File: src/rtl/fetch_pkg.sv
// Shared constants and the FIFO entry type for the instruction-fetch stage.
package fetch_pkg;

  localparam int unsigned AWIDTH_DEF    = 32;
  localparam int unsigned DWIDTH_DEF    = 32;
  localparam logic [31:0] BASE_ADDR_DEF = 32'h0100_0000;
  localparam int unsigned INSN_BYTES    = 4;

  // One buffered instruction: the fetch address and the returned word.
  typedef struct packed {
    logic [AWIDTH_DEF-1:0] pc;
    logic [DWIDTH_DEF-1:0] insn;
  } fetch_entry_t;

endpackage

File: src/rtl/fetch_fifo.sv
// Small circular FIFO holding fetched instructions; flush empties it in one cycle.
module fetch_fifo
  import fetch_pkg::*;
#(
  parameter int unsigned DEPTH = 2,
  parameter type entry_t = fetch_entry_t
) (
  input  logic                   clk,
  input  logic                   rst_n,
  input  logic                   i_push,
  input  entry_t                 i_data,
  input  logic                   i_pop,
  input  logic                   i_flush,
  output entry_t                 o_head,
  output logic [$clog2(DEPTH):0] o_count
);

  localparam int unsigned PW = $clog2(DEPTH);
  localparam int unsigned CW = PW + 1;

  entry_t        r_mem [DEPTH];
  logic [PW-1:0] r_wr_ptr;
  logic [PW-1:0] r_rd_ptr;
  logic [CW-1:0] r_count;
  logic          w_push;
  logic          w_pop;

  // Flush wins over both push and pop; pop only when something is held.
  assign w_push = i_push && !i_flush;
  assign w_pop  = i_pop && (r_count != '0) && !i_flush;

  // Entry storage; cleared on reset so the head reads zero out of reset.
  always_ff @(posedge clk or negedge rst_n) begin
    if (!rst_n) begin
      for (int i = 0; i < int'(DEPTH); i++) begin
        r_mem[i] <= '0;
      end
    end else if (w_push) begin
      r_mem[r_wr_ptr] <= i_data;
    end
  end

  // Pointers and occupancy.
  always_ff @(posedge clk or negedge rst_n) begin
    if (!rst_n) begin
      r_wr_ptr <= '0;
      r_rd_ptr <= '0;
      r_count  <= '0;
    end else if (i_flush) begin
      r_wr_ptr <= '0;
      r_rd_ptr <= '0;
      r_count  <= '0;
    end else begin
      if (w_push) r_wr_ptr <= r_wr_ptr + PW'(1);
      if (w_pop)  r_rd_ptr <= r_rd_ptr + PW'(1);
      r_count <= r_count + CW'(w_push) - CW'(w_pop);
    end
  end

  assign o_head  = r_mem[r_rd_ptr];
  assign o_count = r_count;

endmodule

File: src/rtl/fetch_unit.sv
// Instruction-fetch stage: owns the PC, issues in-order word reads, buffers
// returned words with their PCs and hands them to decode. A redirect flushes
// buffered and in-flight instructions.
// Optional: define FETCH_PERF_EN to add the perf_fetched / perf_stall counters.
module fetch_unit
  import fetch_pkg::*;
#(
  parameter int unsigned       AWIDTH    = AWIDTH_DEF,
  parameter int unsigned       DWIDTH    = DWIDTH_DEF,
  parameter logic [AWIDTH-1:0] BASE_ADDR = AWIDTH'(BASE_ADDR_DEF),
  parameter int unsigned       DEPTH     = 2
) (
  input  logic              clk,
  input  logic              reset,
  output logic              req_valid,
  output logic [AWIDTH-1:0] req_addr,
  input  logic              req_ready,
  input  logic              rsp_valid,
  input  logic [DWIDTH-1:0] rsp_data,
  output logic              insn_valid,
  output logic [DWIDTH-1:0] insn,
  output logic [AWIDTH-1:0] insn_pc,
  input  logic              insn_ready,
  input  logic              redirect_valid,
  input  logic [AWIDTH-1:0] redirect_pc
`ifdef FETCH_PERF_EN
  ,
  output logic [31:0]       perf_fetched,
  output logic [31:0]       perf_stall
`endif
);

  localparam int unsigned       CW   = $clog2(DEPTH) + 1;
  localparam logic [AWIDTH-1:0] STEP = AWIDTH'(INSN_BYTES);

  typedef struct packed {
    logic [AWIDTH-1:0] pc;
    logic [DWIDTH-1:0] insn;
  } entry_t;

  logic [AWIDTH-1:0] r_pc;
  logic [AWIDTH-1:0] r_rsp_pc;
  logic [CW-1:0]     r_outstanding;
  logic [CW-1:0]     r_drop_cnt;

  logic [CW-1:0]     w_count;
  entry_t            w_head;
  entry_t            w_push_entry;
  logic              w_cap_ok;
  logic              w_accept;
  logic              w_rsp_ok;
  logic              w_keep;
  logic              w_pop;
  logic [AWIDTH-1:0] w_redirect_pc;
  logic [1:0]        w_unused_redirect_lsb;

  // Redirect targets are forced onto a word boundary.
  assign w_redirect_pc         = {redirect_pc[AWIDTH-1:2], 2'b00};
  assign w_unused_redirect_lsb = redirect_pc[1:0];

  // Issue only while buffered plus in-flight words leave room in the FIFO.
  assign w_cap_ok  = ((CW+1)'(w_count) + (CW+1)'(r_outstanding)) < (CW+1)'(DEPTH);
  assign req_valid = reset && !redirect_valid && w_cap_ok;
  assign req_addr  = r_pc;
  assign w_accept  = req_valid && req_ready;

  // A response with nothing outstanding is a protocol error and is ignored.
  assign w_rsp_ok  = rsp_valid && (r_outstanding != '0);
  assign w_keep    = w_rsp_ok && (r_drop_cnt == '0) && !redirect_valid;
  assign w_pop     = insn_valid && insn_ready && !redirect_valid;

  assign w_push_entry.pc   = r_rsp_pc;
  assign w_push_entry.insn = rsp_data;

  fetch_fifo #(
    .DEPTH   (DEPTH),
    .entry_t (entry_t)
  ) u_fifo (
    .clk     (clk),
    .rst_n   (reset),
    .i_push  (w_keep),
    .i_data  (w_push_entry),
    .i_pop   (w_pop),
    .i_flush (redirect_valid),
    .o_head  (w_head),
    .o_count (w_count)
  );

  assign insn_valid = (w_count != '0);
  assign insn       = w_head.insn;
  assign insn_pc    = w_head.pc;

  // Fetch PC and the PC tagged onto the next kept response.
  always_ff @(posedge clk or negedge reset) begin
    if (!reset) begin
      r_pc     <= BASE_ADDR;
      r_rsp_pc <= BASE_ADDR;
    end else if (redirect_valid) begin
      r_pc     <= w_redirect_pc;
      r_rsp_pc <= w_redirect_pc;
    end else begin
      if (w_accept) r_pc     <= r_pc + STEP;
      if (w_keep)   r_rsp_pc <= r_rsp_pc + STEP;
    end
  end

  // In-flight request count.
  always_ff @(posedge clk or negedge reset) begin
    if (!reset) begin
      r_outstanding <= '0;
    end else begin
      r_outstanding <= r_outstanding + CW'(w_accept) - CW'(w_rsp_ok);
    end
  end

  // Stale-response counter. Responses already marked stale are a subset of
  // the outstanding ones, so at a redirect every remaining in-flight word is
  // stale, less the one (if any) returning in the redirect cycle itself.
  always_ff @(posedge clk or negedge reset) begin
    if (!reset) begin
      r_drop_cnt <= '0;
    end else if (redirect_valid) begin
      r_drop_cnt <= r_outstanding - CW'(w_rsp_ok);
    end else if (w_rsp_ok && (r_drop_cnt != '0)) begin
      r_drop_cnt <= r_drop_cnt - CW'(1);
    end
  end

`ifdef FETCH_PERF_EN
  logic [31:0] r_perf_fetched;
  logic [31:0] r_perf_stall;

  // Delivered-instruction and decode-stall counters; redirect cycles excluded.
  always_ff @(posedge clk or negedge reset) begin
    if (!reset) begin
      r_perf_fetched <= '0;
      r_perf_stall   <= '0;
    end else begin
      if (w_pop) r_perf_fetched <= r_perf_fetched + 32'd1;
      if (insn_valid && !insn_ready && !redirect_valid) r_perf_stall <= r_perf_stall + 32'd1;
    end
  end

  assign perf_fetched = r_perf_fetched;
  assign perf_stall   = r_perf_stall;
`endif

  // Memory must never answer a request that was not made.
  a_rsp_has_req: assert property (@(posedge clk) disable iff (!reset)
    rsp_valid |-> (r_outstanding != '0));

  // Buffered plus in-flight words never exceed the FIFO depth.
  a_cap: assert property (@(posedge clk) disable iff (!reset)
    ((CW+1)'(w_count) + (CW+1)'(r_outstanding)) <= (CW+1)'(DEPTH));

endmodule
File: config.mk
export PLATFORM = sky130hd
export DESIGN_NAME = fetch_unit
export DESIGN_NICKNAME = d
export VERILOG_FILES = /design/src/rtl/fetch_pkg.sv /design/src/rtl/fetch_fifo.sv /design/src/rtl/fetch_unit.sv
export SDC_FILE = /design/constraint.sdc
export NUM_CORES = 1
export LEC_CHECK = 0
export ABC_CLOCK_PERIOD_IN_PS = 2510
export CAP_MARGIN = 10
export CORE_ASPECT_RATIO = 0.8
export CORE_MARGIN = 4
export CORE_UTILIZATION = 55
export DETAILED_ROUTE_END_ITERATION = 16
export DONT_BUFFER_PORTS = 1
export PLACE_DENSITY = 0.73
export SYNTH_ARGS = -nofsm -noshare
export SYNTH_HDL_FRONTEND = slang
export SYNTH_HIERARCHICAL = 1
export SYNTH_SLANG_ARGS = --single-unit
File: constraint.sdc
create_clock -name clk -period 2.51 [get_ports clk]
set_input_delay 0.502 -clock clk [delete_from_list [all_inputs] [get_ports clk]]
set_output_delay 0.502 -clock clk [all_outputs]
set_load 0.1 [all_outputs]
==> results.py, run 1 <==
metrics = {
    "status": {
        "outcome": "complete, but fails checks",
        "violations": "negative hold slack, negative setup slack",
    },
    "worst_setup_path": {
        "r2r_cells": 9,
        "slowest_delay_ps": 420,
        "cp_max_fo": 2,
        "crit_type": "reg -> out",
        "r2r-start": "u_fifo/o_count[0]$_DFF_PN0_",
        "crit_path_top_delay_cell": "fa_2",
        "crit_chain": "and2_4, fa_2, buf_4, nor4b_4, buf_12",
        "path_buf_inv": 2,
        "endpoint": "req_valid",
        "cp.depth": 5,
        "cp.required_ps": 2010,
        "crit_start": "u_fifo/o_count[0]$_DFF_PN0_",
        "setup.worst_path.start_class": "flop",
        "rrSetupSlack_ps": -40,
        "cp-end-kind": "primary output",
        "regToRegEndpoint": "req_addr[24]$_DFFE_PN1P_",
        "cp.arrival_ps": 2070,
        "cp_top_family": "simple AND/OR/NAND/NOR gates",
    },
    "power_and_ir_drop": {
        "combPwrFrac_pct": 49.4,
        "swShare_pct": 49.3,
        "internal_power_uw": 7120,
        "powerDensity_mw_per_mm2": 1220,
        "power_switching_uw": 6930,
        "leakagePower_uw": 0.00516,
        "p_total_uw": 14100,
        "seq_power_share_pct": 32.2,
        "p_clk_share_pct": 18.4,
        "ir_worst_vdd_v": 0.000543,
    },
    "cells_and_area": {
        "drive_above_1_share_pct": 40.8,
        "area_delta_synth_final_pct": 12.8,
        "nets": 905,
        "n_antenna_cell": 0,
    },
    "synthesis": {
        "syn_avg_cell_area_um2": 13.0,
        "yosysSeqAreaShare_pct": 48.2,
        "synth.area.top_cells": "dfrtp_1 (48%), mux2_4 (18%), mux2_2 (9.4%)",
        "synthCells": 783,
        "synth_cell_types": 56,
        "syn_area_mm2": 0.0102,
        "synth-seq-cells": 196,
        "ys.flop_type": "dfrtp_1",
        "synth_top_area_share_pct": 47.7,
        "yosysWarnings": 6,
        "netlist.top_cell.by_area": "dfrtp_1",
        "synth_edf_count": 0,
        "synthArstFlopShare_pct": 100,
    },
    "timing": {
        "finClkSkew_ps": 8.25,
        "period_share_pct": 102,
        "fin_hold_ws_ps": -237,
        "drv_slew": 0,
        "fmax_mhz": 389,
        "relSlewSlack_pct": 48.3,
        "setup_viol": 7,
        "period_needed_ps": 2570,
        "rsz0062_at_grt": "true",
        "hold_viol": 194,
        "worst_slew_pin_slew_ps": 768,
        "worst_slack_ps": -62.4,
    },
    "clock_network": {
        "clk_pin_slew_ps": 70,
        "numCtsBuffers": 17,
        "cts_tree": "done",
        "cts_sinks": 196,
        "htree_levels": 4,
        "clockBufferDepth": 2,
        "clkLatencyLatePin_ps": 430,
        "cts-root-buf": "clkbuf_16",
    },
    "place": {
        "finalWeightedCongestion": 0.877,
        "io_buffers": 0,
        "place_hpwl_um": 16100,
        "place_ws_ps": -75.8,
    },
    "floorplanning": {
        "die_w_um": 160,
        "start_util_pct": 56.1,
        "ios": 168,
        "die_h_um": 130,
        "die_area_mm2": 0.0208,
        "rows": 44,
        "coreArea_mm2": 0.0182,
    },
    "route": {
        "totalWireLength_um": 23800,
        "drt_iter0_markers": 474,
        "viasPerCell": 6.30,
        "wire_per_inst_um": 22.3,
        "firstDrtPassIters": 5,
        "route.vias.total": 6732,
        "drc_errors": 0,
        "ant_nets": 0,
    },
    "run": {
        "maxCapViolations": 0,
    },
    "grt": {
        "grt.overflow.total": 0,
        "grt_pass1_vias": 6868,
        "grt_max_degree": 200,
        "grt_first_pass_wirelength_um": 38000,
        "grt_antenna_before_repair": 0,
        "grt_usage_pct": 22.9,
    },
    "min_path": {
        "hold_class": "in -> async",
    },
}
-- per-layer routing --
| metal | track usage, % | part of all wire (%) |
|---|---|---|
| met3 | 6.73 | 7.9 |
| met5 | 0 | 0 |
| met1 | 31.8 | 45 |
| met4 | 5.36 | 0.97 |
| met2 | 36.2 | 46 |
-- placed cells by master (no fill, tap or decap), drive strengths merged, types with 3 or more instances in the layout --
| cell type | count |
|---|---|
| nor2b | 3 |
| clkbuf | 18 |
| ha | 8 |
| mux2 | 205 |
| nor4 | 14 |
| nand3 | 23 |
| conb | 6 |
| o31ai | 21 |
| xnor2 | 16 |
| a211oi | 9 |
| nor2 | 34 |
| or4 | 23 |
| clkinv | 10 |
| a31oi | 31 |
| and2 | 7 |
| or2 | 3 |
| dfrtp | 194 |
| xor2 | 6 |
| nor3 | 12 |
| or3 | 9 |
| a21oi | 7 |
| o21ai | 13 |
| nand4 | 17 |
| nand2 | 25 |
| and3 | 7 |
| inv | 14 |
| and4 | 10 |
| buf | 65 |
| o31a | 3 |
-- worst min-delay path by stage --
| stage | to | slack, ps |
|---|---|---|
| 3_3_place_gp | u_fifo/r_mem[25]$_DFFE_PN0P_ | 210 |
| 4_1_cts | u_fifo/r_mem[88]$_DFFE_PN0P_ | -260 |
| 3_5_place_dp | u_fifo/r_mem[24]$_DFFE_PN0P_ | 210 |
| 2_1_floorplan | r_drop_cnt[0]$_DFFE_PN0P_ | 210 |
| 6_report | u_fifo/r_mem[88]$_DFFE_PN0P_ | -240 |
| 5_1_grt | u_fifo/r_mem[88]$_DFFE_PN0P_ | -270 |
-- registers in the layout, summed over array words and instances (netlist names) --
signal and count:
u_fifo/r_wr_ptr 1, r_rsp_pc 30, r_outstanding 2, r_drop_cnt 2, u_fifo/o_count 2, u_fifo/r_rd_ptr 1, u_fifo/r_mem 128, req_addr 30
-- metrics by stage --
step / util, % / cells / TNS (ps) / area [um^2]
floorplan: - / 788 / -194 / 10200
global placement: 58.9 / 1028 / 0 / 10700
detailed placement: 58.9 / 1028 / -150 / 10700
CTS: 62.3 / 1063 / -126 / 11300
global route: 63.3 / 1068 / -1080 / 11500
finish: 63.3 / 1068 / -226 / 11500
-- synthesized netlist by cell type (2+ instances only) --
master and instances:
a211o_1 2, a211oi_1 9, a21oi_1 7, a31oi_1 31, and2_1 7, and3_1 7
and4_1 10, buf_1 3, buf_12 6, buf_2 8, buf_4 3, buf_6 9
clkbuf_1 18, dfrtp_1 194, dfstp_2 2, ha_1 8, inv_1 13, mux2_2 85
mux2_4 120, nand2_1 25, nand3_1 22, nand4_1 17, nor2_1 34, nor2b_1 3
nor3_1 12, nor4_1 14, o21ai_0 12, o31a_1 3, o31ai_1 21, or2_2 3
or3_1 9, or4_1 22, xnor2_1 16, xor2_1 6
-- logic make-up (layout without fill, tap and decap cells) --
logic type,after synthesis,in the layout,share of synthesized area [%]
mux,206,206,27.2
xor+xnor,23,23,2.11
other cells,1,6,0.0368
simple gates,196,197,11.1
buf+inv,60,109,4.04
fa+ha+maj,9,9,1.18
compound gates,92,92,6.15
flops,196,196,48.2
-- power by group through the flow --
| stage | registers, uW | clock network, uW | logic [uW] |
|---|---|---|---|
| final | 4530 | 2580 | 6940 |
| after CTS | 4520 | 2650 | 6900 |
| after global placement | 4490 | 0 | 6760 |
| after floorplan | 4810 | 0 | 5840 |
| after detailed placement | 4570 | 0 | 6840 |
| after global routing | 4640 | 2780 | 7140 |
-- cell type report --
| cell class | count | area, um^2 |
|---|---|---|
| multi-input cells | 533 | 5070 |
| clock buffers | 18 | 439 |
| well taps | 230 | 288 |
| fillers | 1318 | 6670 |
| clock inverters | 13 | 111 |
| repair buffers | 65 | 621 |
| flip-flops and latches | 196 | 4910 |
| inverters | 13 | 48.8 |
-- what timing repair did --
item / CTS / global route
pin swaps: 1 / 18
cloned: 0 / 1
gates resized for setup: 6 / 25
setup endpoints to repair: 5 / 16
endpoints found under the hold margin: 196 / 196
setup buffers: 4 / 4
Power figures use the tool's default switching activity.
==> run 2, diff against run 1 <==
Settings changed: GPL_TIMING_DRIVEN from default to 0.
==> run 2 against run 1 <==
  * The flow still finishes with violations (negative hold slack, negative setup slack)
  * Cell count down 0.19%
  * Non-clock buffer count is 2 lower
  * First-iteration DRC count rose by 20%
  * Combinational power decreased by 4.3%
  * Clock skew rose by 2.8 ps
  * Sequential share of layout area down 0.24 points
  * Total power up 2.2%
  * Die area stayed put
  * Via count is 0.68% higher
  * Worst hold slack lost 8.7 ps
  * Sequential power up 11%
  * Critical endpoint is now req_addr[16]$_DFFE_PN0P_
  * Largest cell class unchanged
  * Largest power group unchanged
==> results.py, run 2 (synthesized netlist as in run 1, its figures left out) <==
metrics = {
    "status": {
        "outcome": "complete, but fails checks",
        "violations": "negative hold slack, negative setup slack",
    },
    "timing": {
        "period_needed_ps": 2590,
        "drv_slew": 0,
        "rsz0062_at_grt": "true",
        "worst_slack_ps": -78.0,
        "relSlewSlack_pct": 26.9,
        "worst_slew_pin_slew_ps": 1100,
        "hold_viol": 194,
        "fmax_mhz": 386,
        "setup_viol": 8,
        "period_share_pct": 103,
        "fin_hold_ws_ps": -246,
        "finClkSkew_ps": 11.1,
    },
    "route": {
        "wire_per_inst_um": 24.0,
        "totalWireLength_um": 25600,
        "firstDrtPassIters": 5,
        "viasPerCell": 6.36,
        "route.vias.total": 6778,
        "drt_iter0_markers": 571,
        "drc_errors": 0,
        "ant_nets": 0,
    },
    "cells_and_area": {
        "largest_reg_flops": 128,
        "area_delta_synth_final_pct": 14.4,
        "regMostFlops": "u_fifo/r_mem",
        "nets": 902,
        "most-common-layout-cells": "dfrtp_1 (171), mux2_4 (160), mux2_2 (45)",
        "drive_above_1_share_pct": 41.0,
        "fin_area_mm2": 0.0117,
        "layout_commonest_cell": "dfrtp_1",
        "n_antenna_cell": 0,
    },
    "power_and_ir_drop": {
        "leakagePower_uw": 0.00522,
        "powerDensity_mw_per_mm2": 1230,
        "ir_worst_vdd_v": 0.000612,
        "p_total_uw": 14400,
    },
    "floorplanning": {
        "rows": 44,
        "die_area_mm2": 0.0208,
        "die_h_um": 130,
        "die_w_um": 160,
        "ios": 168,
        "start_util_pct": 56.1,
        "coreArea_mm2": 0.0182,
    },
    "grt": {
        "grt_usage_pct": 24.4,
        "grt_max_degree": 200,
        "grt_first_pass_wirelength_um": 39800,
        "grt_antenna_before_repair": 0,
        "grt_pass1_vias": 6969,
        "grt.overflow.total": 0,
    },
    "worst_setup_path": {
        "slowest_delay_ps": 490,
        "crit_chain": "and2_4, fa_2, nor4bb_4, nand2_2, buf_8, buf_6, or4_4, a31oi_4",
        "r2r_cells": 8,
        "crit_path_top_delay_cell": "fa_2",
        "cp.arrival_ps": 2940,
        "cp.required_ps": 2860,
        "crit_type": "reg -> reg",
        "cp-end-kind": "flop",
        "cp_max_fo": 6,
        "setup.worst_path.start_class": "flop",
    },
    "place": {
        "place_ws_ps": -580,
        "finalWeightedCongestion": 0.911,
        "io_buffers": 0,
        "place_hpwl_um": 17600,
        "placed_area_mm2": 0.0105,
    },
    "clock_network": {
        "clk_pin_slew_ps": 70,
        "cts_sinks": 196,
        "numCtsBuffers": 17,
        "htree_levels": 4,
        "cts-root-buf": "clkbuf_16",
        "clockBufferDepth": 2,
        "cts_tree": "done",
        "clkLatencyLatePin_ps": 440,
    },
    "min_path": {
        "hold_class": "in -> async",
    },
    "run": {
        "maxCapViolations": 0,
    },
}
-- run 2: final timing paths --
kind                                                    from                      endpoint  slack (ps)
worst max register to register   u_fifo/o_count[0]$_DFF_PN0_      req_addr[16]$_DFFE_PN0P_         -80
worst max-delay path             u_fifo/o_count[0]$_DFF_PN0_      req_addr[16]$_DFFE_PN0P_         -80
worst min register to register  u_fifo/r_mem[44]$_DFFE_PN0P_  u_fifo/r_mem[44]$_DFFE_PN0P_         510
min in group clk                                rsp_data[18]  u_fifo/r_mem[82]$_DFFE_PN0P_         210
worst min-delay path                                   reset  u_fifo/r_mem[88]$_DFFE_PN0P_        -250
max in group asynchronous                              reset       req_addr[6]$_DFFE_PN0P_        2340
-- run 2: where the power goes --
group / total (uW) / internal, uW / switching (uW) / leakage, uW
clock network: 2700 / 1430 / 1270 / 0.000284
logic: 6640 / 1890 / 4740 / 0.00250
registers: 5030 / 3990 / 1040 / 0.00244
-- run 2: routing by layer --
| metal | track usage [%] | part of all wire, % | vias up |
|---|---|---|---|
| met2 | 38.0 | 47 | 310 |
| met3 | 7.58 | 8.8 | 29 |
| li1 | - | - | 2997 |
| met4 | 6.07 | 1.5 | 0 |
| met1 | 33.9 | 43 | 3442 |
| met5 | 0 | 0 | - |
-- run 2: per-stage QoR --
| step | instances | setup TNS [ps] | util, % |
|---|---|---|---|
| 2_1_floorplan | 788 | -194 | - |
| 3_3_place_gp | 1018 | -24100 | 57.9 |
| 3_5_place_dp | 1019 | -25790 | 58.1 |
| 4_1_cts | 1058 | -607 | 62.6 |
| 5_1_grt | 1066 | -1060 | 64.1 |
| 6_report | 1066 | -324 | 64.1 |
-- run 2: layout make-up --
type,instances,area (um^2)
inverters,13,48.8
flip-flops and latches,196,4950
multi-input cells,532,5230
plain buffers,46,403
clock buffers,19,443
clock inverters,13,140
fillers,1342,6510
repair buffers,17,153
well taps,230,288
-- run 2: critical path: cells and delay by family, from the launching register on --
family                     cells  cell delay [ps]
and+or+nand+nor                4             1190
adders and majority gates      1              490
DFF                            1              400
buffers and inverters          2              270
AOI/OAI and AO/OA              1              170
-- run 2: repair_timing --
action | in CTS | in global routing
buffers inserted | 8 | 9
pin swaps | 14 | 13
hold endpoints to repair | 196 | 196
resized for setup | 56 | 66
setup endpoints to repair | 69 | 120
==> run 3, diff against run 2 <==
Settings changed: CTS_CLUSTER_SIZE from default to 14.
==> results of run 3 <==
The final DEF is identical to that of run 2; final timing and power are the same.
